**src/rtl/pipelined_prefix_addsub.sv**
```systemverilog
// Pipelined Kogge-Stone prefix adder/subtractor with valid/ready flow control.
// The prefix levels are split evenly across PIPE register stages. The last stage
// resolves carries and flags into the output register. One global advance enable
// moves the whole pipe, bubbles included, so stalls never reorder or drop results.
module pipelined_prefix_addsub #(
    parameter int N    = 32,
    parameter int PIPE = 2
) (
    input  logic         clk,
    input  logic         rst_n,
    input  logic         in_valid,
    output logic         in_ready,
    input  logic [N-1:0] x,
    input  logic [N-1:0] y,
    input  logic         cin,
    input  logic         sub,
    output logic         out_valid,
    input  logic         out_ready,
    output logic [N-1:0] sum,
    output logic         cout,
    output logic         ovf,
    output logic         zero
);
    localparam int L  = $clog2(N);
    // Intermediate register count (PIPE-1). Keep at least one element so the arrays stay legal when PIPE=1.
    localparam int RS = (PIPE > 1) ? PIPE - 1 : 1;

    logic [N-1:0] w_b;
    logic [N-1:0] w_p0;
    logic [N-1:0] w_g0;
    logic         w_c0;
    logic         w_adv;

    // Subtraction is x + ~y + 1, so cin is replaced by a forced carry-in.
    assign w_b  = sub ? ~y : y;
    assign w_p0 = x ^ w_b;
    assign w_g0 = x & w_b;
    assign w_c0 = sub | cin;

    // Inter-stage registers. Index s holds the output of combinational stage s.
    logic         r_v   [RS];
    logic [N-1:0] r_p   [RS];
    logic [N-1:0] r_g   [RS];
    logic [N-1:0] r_pp  [RS];
    logic         r_c0  [RS];
    logic         r_xm  [RS];
    logic         r_bm  [RS];

    // Combinational result of each stage, ready to be registered.
    logic         w_v   [PIPE];
    logic [N-1:0] w_p   [PIPE];
    logic [N-1:0] w_g   [PIPE];
    logic [N-1:0] w_pp  [PIPE];
    logic         w_c0s [PIPE];
    logic         w_xm  [PIPE];
    logic         w_bm  [PIPE];

    logic [N:0]   w_c;
    logic [N-1:0] w_sum;
    logic         w_cout;
    logic         w_ovf;
    logic         w_zero;

    logic         r_ov;
    logic [N-1:0] r_sum;
    logic         r_cout;
    logic         r_ovf;
    logic         r_zero;

    // Per-stage prefix levels: stage s applies levels floor(s*L/PIPE)+1 .. floor((s+1)*L/PIPE).
    always_comb begin
        logic [N-1:0] w_tg;
        logic [N-1:0] w_tpp;
        logic [N-1:0] w_ng;
        logic [N-1:0] w_npp;
        int           d;
        w_tg  = '0;
        w_tpp = '0;
        w_ng  = '0;
        w_npp = '0;
        d     = 0;
        for (int s = 0; s < PIPE; s++) begin
            if (s == 0) begin
                w_v[s]   = in_valid;
                w_p[s]   = w_p0;
                w_tg     = w_g0;
                w_tpp    = w_p0;
                w_c0s[s] = w_c0;
                w_xm[s]  = x[N-1];
                w_bm[s]  = w_b[N-1];
            end else begin
                w_v[s]   = r_v[(s > 0) ? s - 1 : 0];
                w_p[s]   = r_p[(s > 0) ? s - 1 : 0];
                w_tg     = r_g[(s > 0) ? s - 1 : 0];
                w_tpp    = r_pp[(s > 0) ? s - 1 : 0];
                w_c0s[s] = r_c0[(s > 0) ? s - 1 : 0];
                w_xm[s]  = r_xm[(s > 0) ? s - 1 : 0];
                w_bm[s]  = r_bm[(s > 0) ? s - 1 : 0];
            end
            for (int lvl = 1; lvl <= L; lvl++) begin
                if (lvl > (s * L) / PIPE && lvl <= ((s + 1) * L) / PIPE) begin
                    d     = 1 << (lvl - 1);
                    w_ng  = w_tg;
                    w_npp = w_tpp;
                    for (int i = 0; i < N; i++) begin
                        if (i >= d) begin
                            w_ng[i]  = w_tg[i] | (w_tpp[i] & w_tg[i-d]);
                            w_npp[i] = w_tpp[i] & w_tpp[i-d];
                        end
                    end
                    w_tg  = w_ng;
                    w_tpp = w_npp;
                end
            end
            w_g[s]  = w_tg;
            w_pp[s] = w_tpp;
        end
    end

    // Carry resolution from the fully combined group generate/propagate and c0.
    always_comb begin
        w_c    = '0;
        w_c[0] = w_c0s[PIPE-1];
        for (int i = 0; i < N; i++) begin
            w_c[i+1] = w_g[PIPE-1][i] | (w_pp[PIPE-1][i] & w_c0s[PIPE-1]);
        end
    end

    assign w_sum  = w_p[PIPE-1] ^ w_c[N-1:0];
    assign w_cout = w_c[N];
    assign w_ovf  = (w_xm[PIPE-1] == w_bm[PIPE-1]) && (w_sum[N-1] != w_xm[PIPE-1]);
    assign w_zero = ~|w_sum;

    assign w_adv    = ~r_ov | out_ready;
    assign in_ready = rst_n & w_adv;

    // Whole pipe advances together, or holds together, under the single advance enable.
    always_ff @(posedge clk or negedge rst_n) begin
        if (!rst_n) begin
            for (int s = 0; s < RS; s++) begin
                r_v[s]  <= 1'b0;
                r_p[s]  <= '0;
                r_g[s]  <= '0;
                r_pp[s] <= '0;
                r_c0[s] <= 1'b0;
                r_xm[s] <= 1'b0;
                r_bm[s] <= 1'b0;
            end
            r_ov   <= 1'b0;
            r_sum  <= '0;
            r_cout <= 1'b0;
            r_ovf  <= 1'b0;
            r_zero <= 1'b0;
        end else if (w_adv) begin
            for (int s = 0; s < PIPE - 1; s++) begin
                r_v[s]  <= w_v[s];
                r_p[s]  <= w_p[s];
                r_g[s]  <= w_g[s];
                r_pp[s] <= w_pp[s];
                r_c0[s] <= w_c0s[s];
                r_xm[s] <= w_xm[s];
                r_bm[s] <= w_bm[s];
            end
            r_ov   <= w_v[PIPE-1];
            r_sum  <= w_sum;
            r_cout <= w_cout;
            r_ovf  <= w_ovf;
            r_zero <= w_zero;
        end
    end

    assign out_valid = r_ov;
    assign sum       = r_sum;
    assign cout      = r_cout;
    assign ovf       = r_ovf;
    assign zero      = r_zero;

endmodule
```
**config.mk**
```make
export PLATFORM = sky130hd
export DESIGN_NAME = pipelined_prefix_addsub
export DESIGN_NICKNAME = d
export VERILOG_FILES = /design/src/rtl/pipelined_prefix_addsub.sv
export SDC_FILE = /design/constraint.sdc
export NUM_CORES = 1
export LEC_CHECK = 0
export ABC_AREA = 1
export BUFFER_PORTS_ARGS = -buffer_cell sky130_fd_sc_hd__buf_2
export CAP_MARGIN = 10
export CORE_UTILIZATION = 54
export CTS_CLUSTER_DIAMETER = 40
export DETAILED_ROUTE_END_ITERATION = 8
export PLACE_DENSITY = 0.76
export SLEW_MARGIN = 10
export SYNTH_ARGS = -nofsm -noshare
export SYNTH_HDL_FRONTEND = slang
export SYNTH_SLANG_ARGS = --single-unit
```
**constraint.sdc**
```tcl
create_clock -name clk -period 1.7 [get_ports clk]
set_input_delay 0.34 -clock clk [delete_from_list [all_inputs] [get_ports clk]]
set_output_delay 0.34 -clock clk [all_outputs]
set_load 0.005 [all_outputs]
```
* Word-level counts from Yosys, hierarchy flattened *
Cells that the tools add are included.

word-level totals
  register bits = 136

cells by class
  muxes and demuxes = 1
  reductions and logical operators = 3
  bitwise operators = 459
  equality and inequality tests = 2

operators by type and width
  operator               count
  AND 1 bit              291
  bitwise OR 1 bit       163
  XOR 32 bit             2
  AND 32 bit             1
  2-to-1 mux 32 bit      1
  inverter 32 bit        1
  OR reduction 32 bit    1
  equality test 1 bit    1
  logical AND 1 bit      1
  logical NOT 1 bit      1
  inequality test 1 bit  1
  inverter 1 bit         1

* Logic depth before layout (Yosys ltp) *
  depth after elaboration = 10
  depth in mapped cells = 14
  mapped depth without buffers = 14

* Worst setup path after synthesis *
Ideal clock, no wire load.

  path type = input port to flip-flop
  start point = input sub
  end point = register r_g[21] (netlist bit)
  data required time = 1.613 ns
  cell stages on the path = 7
  data arrival time = 1.717 ns
  path slack = -0.104 ns
  path buffers = 2
  setup time = 0.087 ns
  path through = clkbuf_1 buf_2 xor2_1 ha_1 a21oi_1 or2_2 o211ai_1

on the way
  cells in the longest elaborated chain, start to end = 6

RTL lines
  element                         RTL line  RTL
  start: declaration              16        input logic sub,
  2-to-1 mux 32 bit               35        assign w_b = sub ? ~y : y;
  XOR 32 bit                      36        assign w_p0 = x ^ w_b;
  net w_p0[19]                    29        logic [N-1:0] w_p0;
  AND 1 bit                       107       w_ng[i] = w_tg[i] | (w_tpp[i] & w_tg[i-d]);
  bitwise OR 1 bit                107
  AND 1 bit                       107
  bitwise OR 1 bit                107
  end signal: indexed assignment  158       r_g[s] <= w_g[s];
  end: declaration                43        logic [N-1:0] r_g [RS];

The timed path passes the listed nets, and every way through them passes these cells.
A chain may end at the register's enable or synchronous reset.

* Worst setup path in the final report *
  start point = register r_pp[8] (netlist bit)
  end point = register r_zero, in the netlist zero

on the way
  cells in the longest elaborated chain, start to end = 9

RTL lines
  element                                        RTL line  RTL
  start: declaration                             44        logic [N-1:0] r_pp [RS];
  start signal: indexed assignment               159       r_pp[s] <= w_pp[s];
  AND 1 bit, on equally long branches            107, 108
  bitwise OR 1 bit or AND 1 bit (tied branches)  107
  AND 1 bit or bitwise OR 1 bit (tied branches)  107
  bitwise OR 1 bit or AND 1 bit (tied branches)  107
  bitwise OR 1 bit                               107
  bitwise OR 1 bit                               125       w_c[i+1] = w_g[PIPE-1][i] | (w_pp[PIPE-1][i] & w_c0s[PIPE-1]);
  XOR 32 bit *                                   129       assign w_sum = w_p[PIPE-1] ^ w_c[N-1:0];
  OR reduction 32 bit *                          132       assign w_zero = ~|w_sum;
  logical NOT 1 bit *                            132
  end signal: assignment                         168       r_zero <= w_zero;
  end: declaration                               68        logic r_zero;

Every way passes the cells marked *; elsewhere a longest branch is shown, timed or not.

==> impl_table.tex <==
\begin{tabular}{lr}
\hline
Metric & Value \\
\hline
\multicolumn{2}{l}{\textbf{Logic synthesis}} \\
Share of the synthesized netlist area taken by xor and xnor gates & between 3 and 4\% \\
Share of flip-flops with an asynchronous set or reset & 100\% \\
Top cell type by total area after synthesis & dfrtp\_1 \\
Combined area of all synthesized cells & 0.00740 mm\^{}2 \\
Number of synthesized flops with an enable pin & 0 \\
Dominant combinational cell family by area after synthesis & simple AND/OR/NAND/NOR gates \\
Unique cell type count in the Yosys netlist & 29 \\
Post-synthesis register bit count & 135 \\
Post-synthesis compound-gate area fraction & 15.7\% \\
Synth warnings & 0 \\
Simple-gate share of the synthesized area & 23.3\% \\
Top cell types by occurrence after synthesis & 274 x nand2\_1, 135 x dfrtp\_1, 82 x inv\_1, 61 x nor2\_1, 56 x o21ai\_0 \\
Multiplexer share of the synthesized area & 0\% \\
Proportion of synthesized chip area in sequential cells & between 40\% and 50\% \\
Synthesized instance count & 921 \\
Adder-Cell Fraction of Synth Area & 5.58\% \\
Most area-consuming cells after synthesis & dfrtp\_1 46\%, nand2\_1 14\%, ha\_1 5.6\%, inv\_1 4.2\%, o21ai\_0 3.8\% \\
Share of the synthesized area in the top cell type & 45.7\% \\
Leading register cell type out of synthesis & dfrtp\_1 \\
Cell with the most instances after synthesis & nand2\_1 \\
Mean Syn Cell Area & between 8 and 9 um\^{}2 \\
Number of nets in the synthesized netlist & 1024 \\
\multicolumn{2}{l}{\textbf{Setup path}} \\
Critical path peak fanout & 5 \\
Setup CP Type & flip-flop to flip-flop \\
Arrival time reported for the critical path endpoint & 2.08 ns \\
Nature of the critical path startpoint & flip-flop \\
Worst setup startpoint & r\_pp[8] \\
Data required time at the worst endpoint & 2.06 ns \\
Kind of end point of the critical path & flip-flop \\
Critical register-to-register path startpoint & r\_pp[8] \\
\multicolumn{2}{l}{\textbf{STA}} \\
Worst-case headroom to the max-slew limit & 62.6\% \\
Part of the cycle the worst path needs & 101\% \\
Worst Tran Pin Value & about 0.56 ns \\
Final-report hold violation count & 0 \\
Worst setup slack after layout & -0.0254 ns \\
Max frequency & 580 MHz \\
Worst setup skew after layout & 0.00829 ns \\
Final Max Tran Viols & 0 \\
Number of failing setup endpoints in the final timing report & 1 \\
Setup repair after global routing missed its margin & yes \\
Final critical path time including I/O delays and setup & 1.73 ns \\
\multicolumn{2}{l}{\textbf{Pwr}} \\
IR Drop Worst-Case VDD & 0.764 mV \\
Ratio of total power to cell area & around 1200 mW/mm\^{}2 \\
Static leakage power & 0.00496 uW \\
\multicolumn{2}{l}{\textbf{CTS}} \\
Number of CTS-inserted buffers & 17 \\
Root cell of the clock tree & clkbuf\_16 \\
Clock latency of the later-clocked register in the worst-skew pair & 0.42 ns \\
Maximum buffer depth of the clock tree & 2 \\
CTS H-tree depth & 4 \\
Number of clock sinks seen by CTS & 135 \\
CTS tree & yes \\
Clock-pin slew on the worst setup and hold paths & 0.05 ns \\
\multicolumn{2}{l}{\textbf{Route}} \\
Violation count after the first detailed-route iteration & about 700 \\
Vias per std cell & 5.63 \\
Via count & 7300 \\
Average routed wire per standard cell & 16.7 um \\
Residual DRC count & 0 \\
Total wire length after detailed routing & 21600 um \\
Detailed-routing iteration count for the pre-antenna-repair pass & 6 \\
Remaining number of nets flagged by the antenna check after routing & 0 \\
\multicolumn{2}{l}{\textbf{Outcome}} \\
Failing checks & negative setup slack \\
Result of the run & finished with violations \\
\multicolumn{2}{l}{\textbf{Floorplanning}} \\
Die height & 119 um \\
Starting Density & 55.6\% \\
Total Die Area & between 0.01 and 0.015 mm\^{}2 \\
Boundary Pins & approximately 110 \\
Placeable core region & around 0.013 mm\^{}2 \\
Std cell rows & 42 \\
Die outline width & 119 um \\
\multicolumn{2}{l}{\textbf{Min path}} \\
Launch instance of the worst min-delay path & x[31] \\
Type of the tightest min-delay check & input pin to flip-flop \\
\multicolumn{2}{l}{\textbf{Finish}} \\
Number of nets at the end of the flow & 1214 \\
Final standard cell count with taps included and fillers excluded & 1296 \\
Diodes inserted & 0 \\
Fillers & 1020 \\
Area growth, synth to finish & 28.8\% \\
Layout cell share with drive strength beyond 1 & 25.6\% \\
Share of the core filled with cells & a little under three quarters \\
\multicolumn{2}{l}{\textbf{GRT}} \\
Largest net degree at the start of global routing & just under 70 \\
Grt total ovfl & 0 \\
Vias in the first global route & 6970 \\
Antenna violations before repair & 0 \\
Total routing usage reported by global routing & between 30\% and 40\% \\
Global-route wire length before repair & about 35000 um \\
\multicolumn{2}{l}{\textbf{Place}} \\
HPWL after detailed placement & about 16000 um \\
Placed cell count & between 1000 and 1500 \\
Port Buf Inserts & approximately 110 \\
Routability Congestion & about 0.95 \\
Post-placement worst setup slack & -0.0612 ns \\
\multicolumn{2}{l}{\textbf{Flow run}} \\
Maximum capacitance violations & 0 \\
\hline
\end{tabular}
[worst max-delay path, stage by stage (launching register included)]
cell	delay, ns
dfrtp_1	0.45
nand2_1	0.11
nand2_1	0.06
nor2_1	0.17
nand2_2	0.13
nand2_1	0.10
nand2_1	0.09
nor2_1	0.12
nand2_1	0.08
nor2_1	0.11
nand2_1	0.06
nor2_1	0.09
nand2_1	0.06
nand2_1	0.05
[power breakdown]
| part | leakage (uW) | switching [uW] | internal [uW] | total, uW |
|---|---|---|---|---|
| Sequential | 0.00167 | 501 | 3900 | 4400 |
| Clock | 0.000274 | 1300 | 2160 | 3470 |
| Combinational | 0.00301 | 2090 | 1610 | 3690 |
| Total | 0.00496 | 3890 | 7670 | 11600 |
[layer usage]
layer	part of all wire (%)	GRT usage, %	routed length, um	up-vias
met1	39	39.8	8480	3464
met4	4.0	14.8	856	0
met5	0	0	0	-
met2	50	54.4	10800	321
met3	6.9	6.56	1480	55
li1	-	-	-	3460
[cell type report]
class	instances	area, um^2	share of cell area (%)
Tap cell	176	220	2.31
Clock buffer	24	502	5.27
Clock inverter	4	45.0	0.473
Timing Repair Buffer	203	1380	14.5
Inverter	82	310	3.26
Sequential cell	135	3380	35.5
Multi-Input combinational cell	672	3690	38.8
[cell families after synthesis]
family                   Yosys count
flip-flops                       135
adder cells (fa/ha/maj)           33
AND/OR/NAND/NOR                  416
AO/OA/AOI/OAI                    191
buffers and inverters            114
XOR/XNOR                          32
[what timing repair did]
action / CTS / global route
cloned: 0 / 0
pin swaps: 3 / 8
setup endpoints to repair: 1 / 17
buffers inserted: 0 / 1
hold buffers: 2 / 0
resized for setup: 7 / 31
hold endpoints to repair: 43 / 0
[sequential cells by signal (all words and copies together), names as in the netlist]
name / flops
r_pp: 31
r_v: 1
ovf: 1
zero: 1
r_c0: 1
r_p: 32
r_xm: 1
cout: 1
sum: 32
r_bm: 1
r_g: 32
out_valid: 1
[layout by cell type (no fill, tap or decap), drive strengths merged, types with 2 or more instances in the layout]
| master | synthesis | routed |
|---|---|---|
| a31oi | 24 | 24 |
| a21boi | 2 | 2 |
| buf | 14 | 201 |
| o221ai | 15 | 15 |
| nand4 | 3 | 3 |
| ha | 33 | 33 |
| clkinv | 0 | 3 |
| nand3 | 47 | 47 |
| or2 | 21 | 21 |
| o211ai | 13 | 13 |
| a21o | 5 | 5 |
| xor2 | 32 | 32 |
| a21oi | 47 | 47 |
| o22ai | 5 | 5 |
| nor2 | 61 | 61 |
| nand2 | 283 | 283 |
| a32o | 2 | 2 |
| dfrtp | 135 | 135 |
| o21a | 3 | 3 |
| inv | 82 | 82 |
| o31ai | 17 | 17 |
| o21ai | 56 | 56 |
| clkbuf | 18 | 24 |
[worst paths after layout]
check | endpoint | slack (ns) | cells after the start
min reg2reg | out_valid | 0.48 | 2
max in group asynchronous | r_pp[3] | 0.41 | 4
min | r_xm | 0.16 | 3
min in group asynchronous | sum[14] | 0.51 | 3
max | zero | -0.03 | 13
max reg2reg | zero | -0.03 | 13
[through the flow]
stage | instance area, um^2 | setup TNS, ns | total power [uW] | hold WS (ns)
after CTS | 9420 | 0 | 11400 | 0.153
after detailed placement | 8840 | -0.761 | 7920 | 0.174
after global placement | 8840 | -0.323 | 7840 | 0.178
after floorplan | 7420 | 0 | 6230 | 0.0444
after global routing | 9530 | -0.161 | 12200 | 0.169
final | 9530 | -0.0254 | 11600 | 0.156
Power figures use the tool's default switching activity.
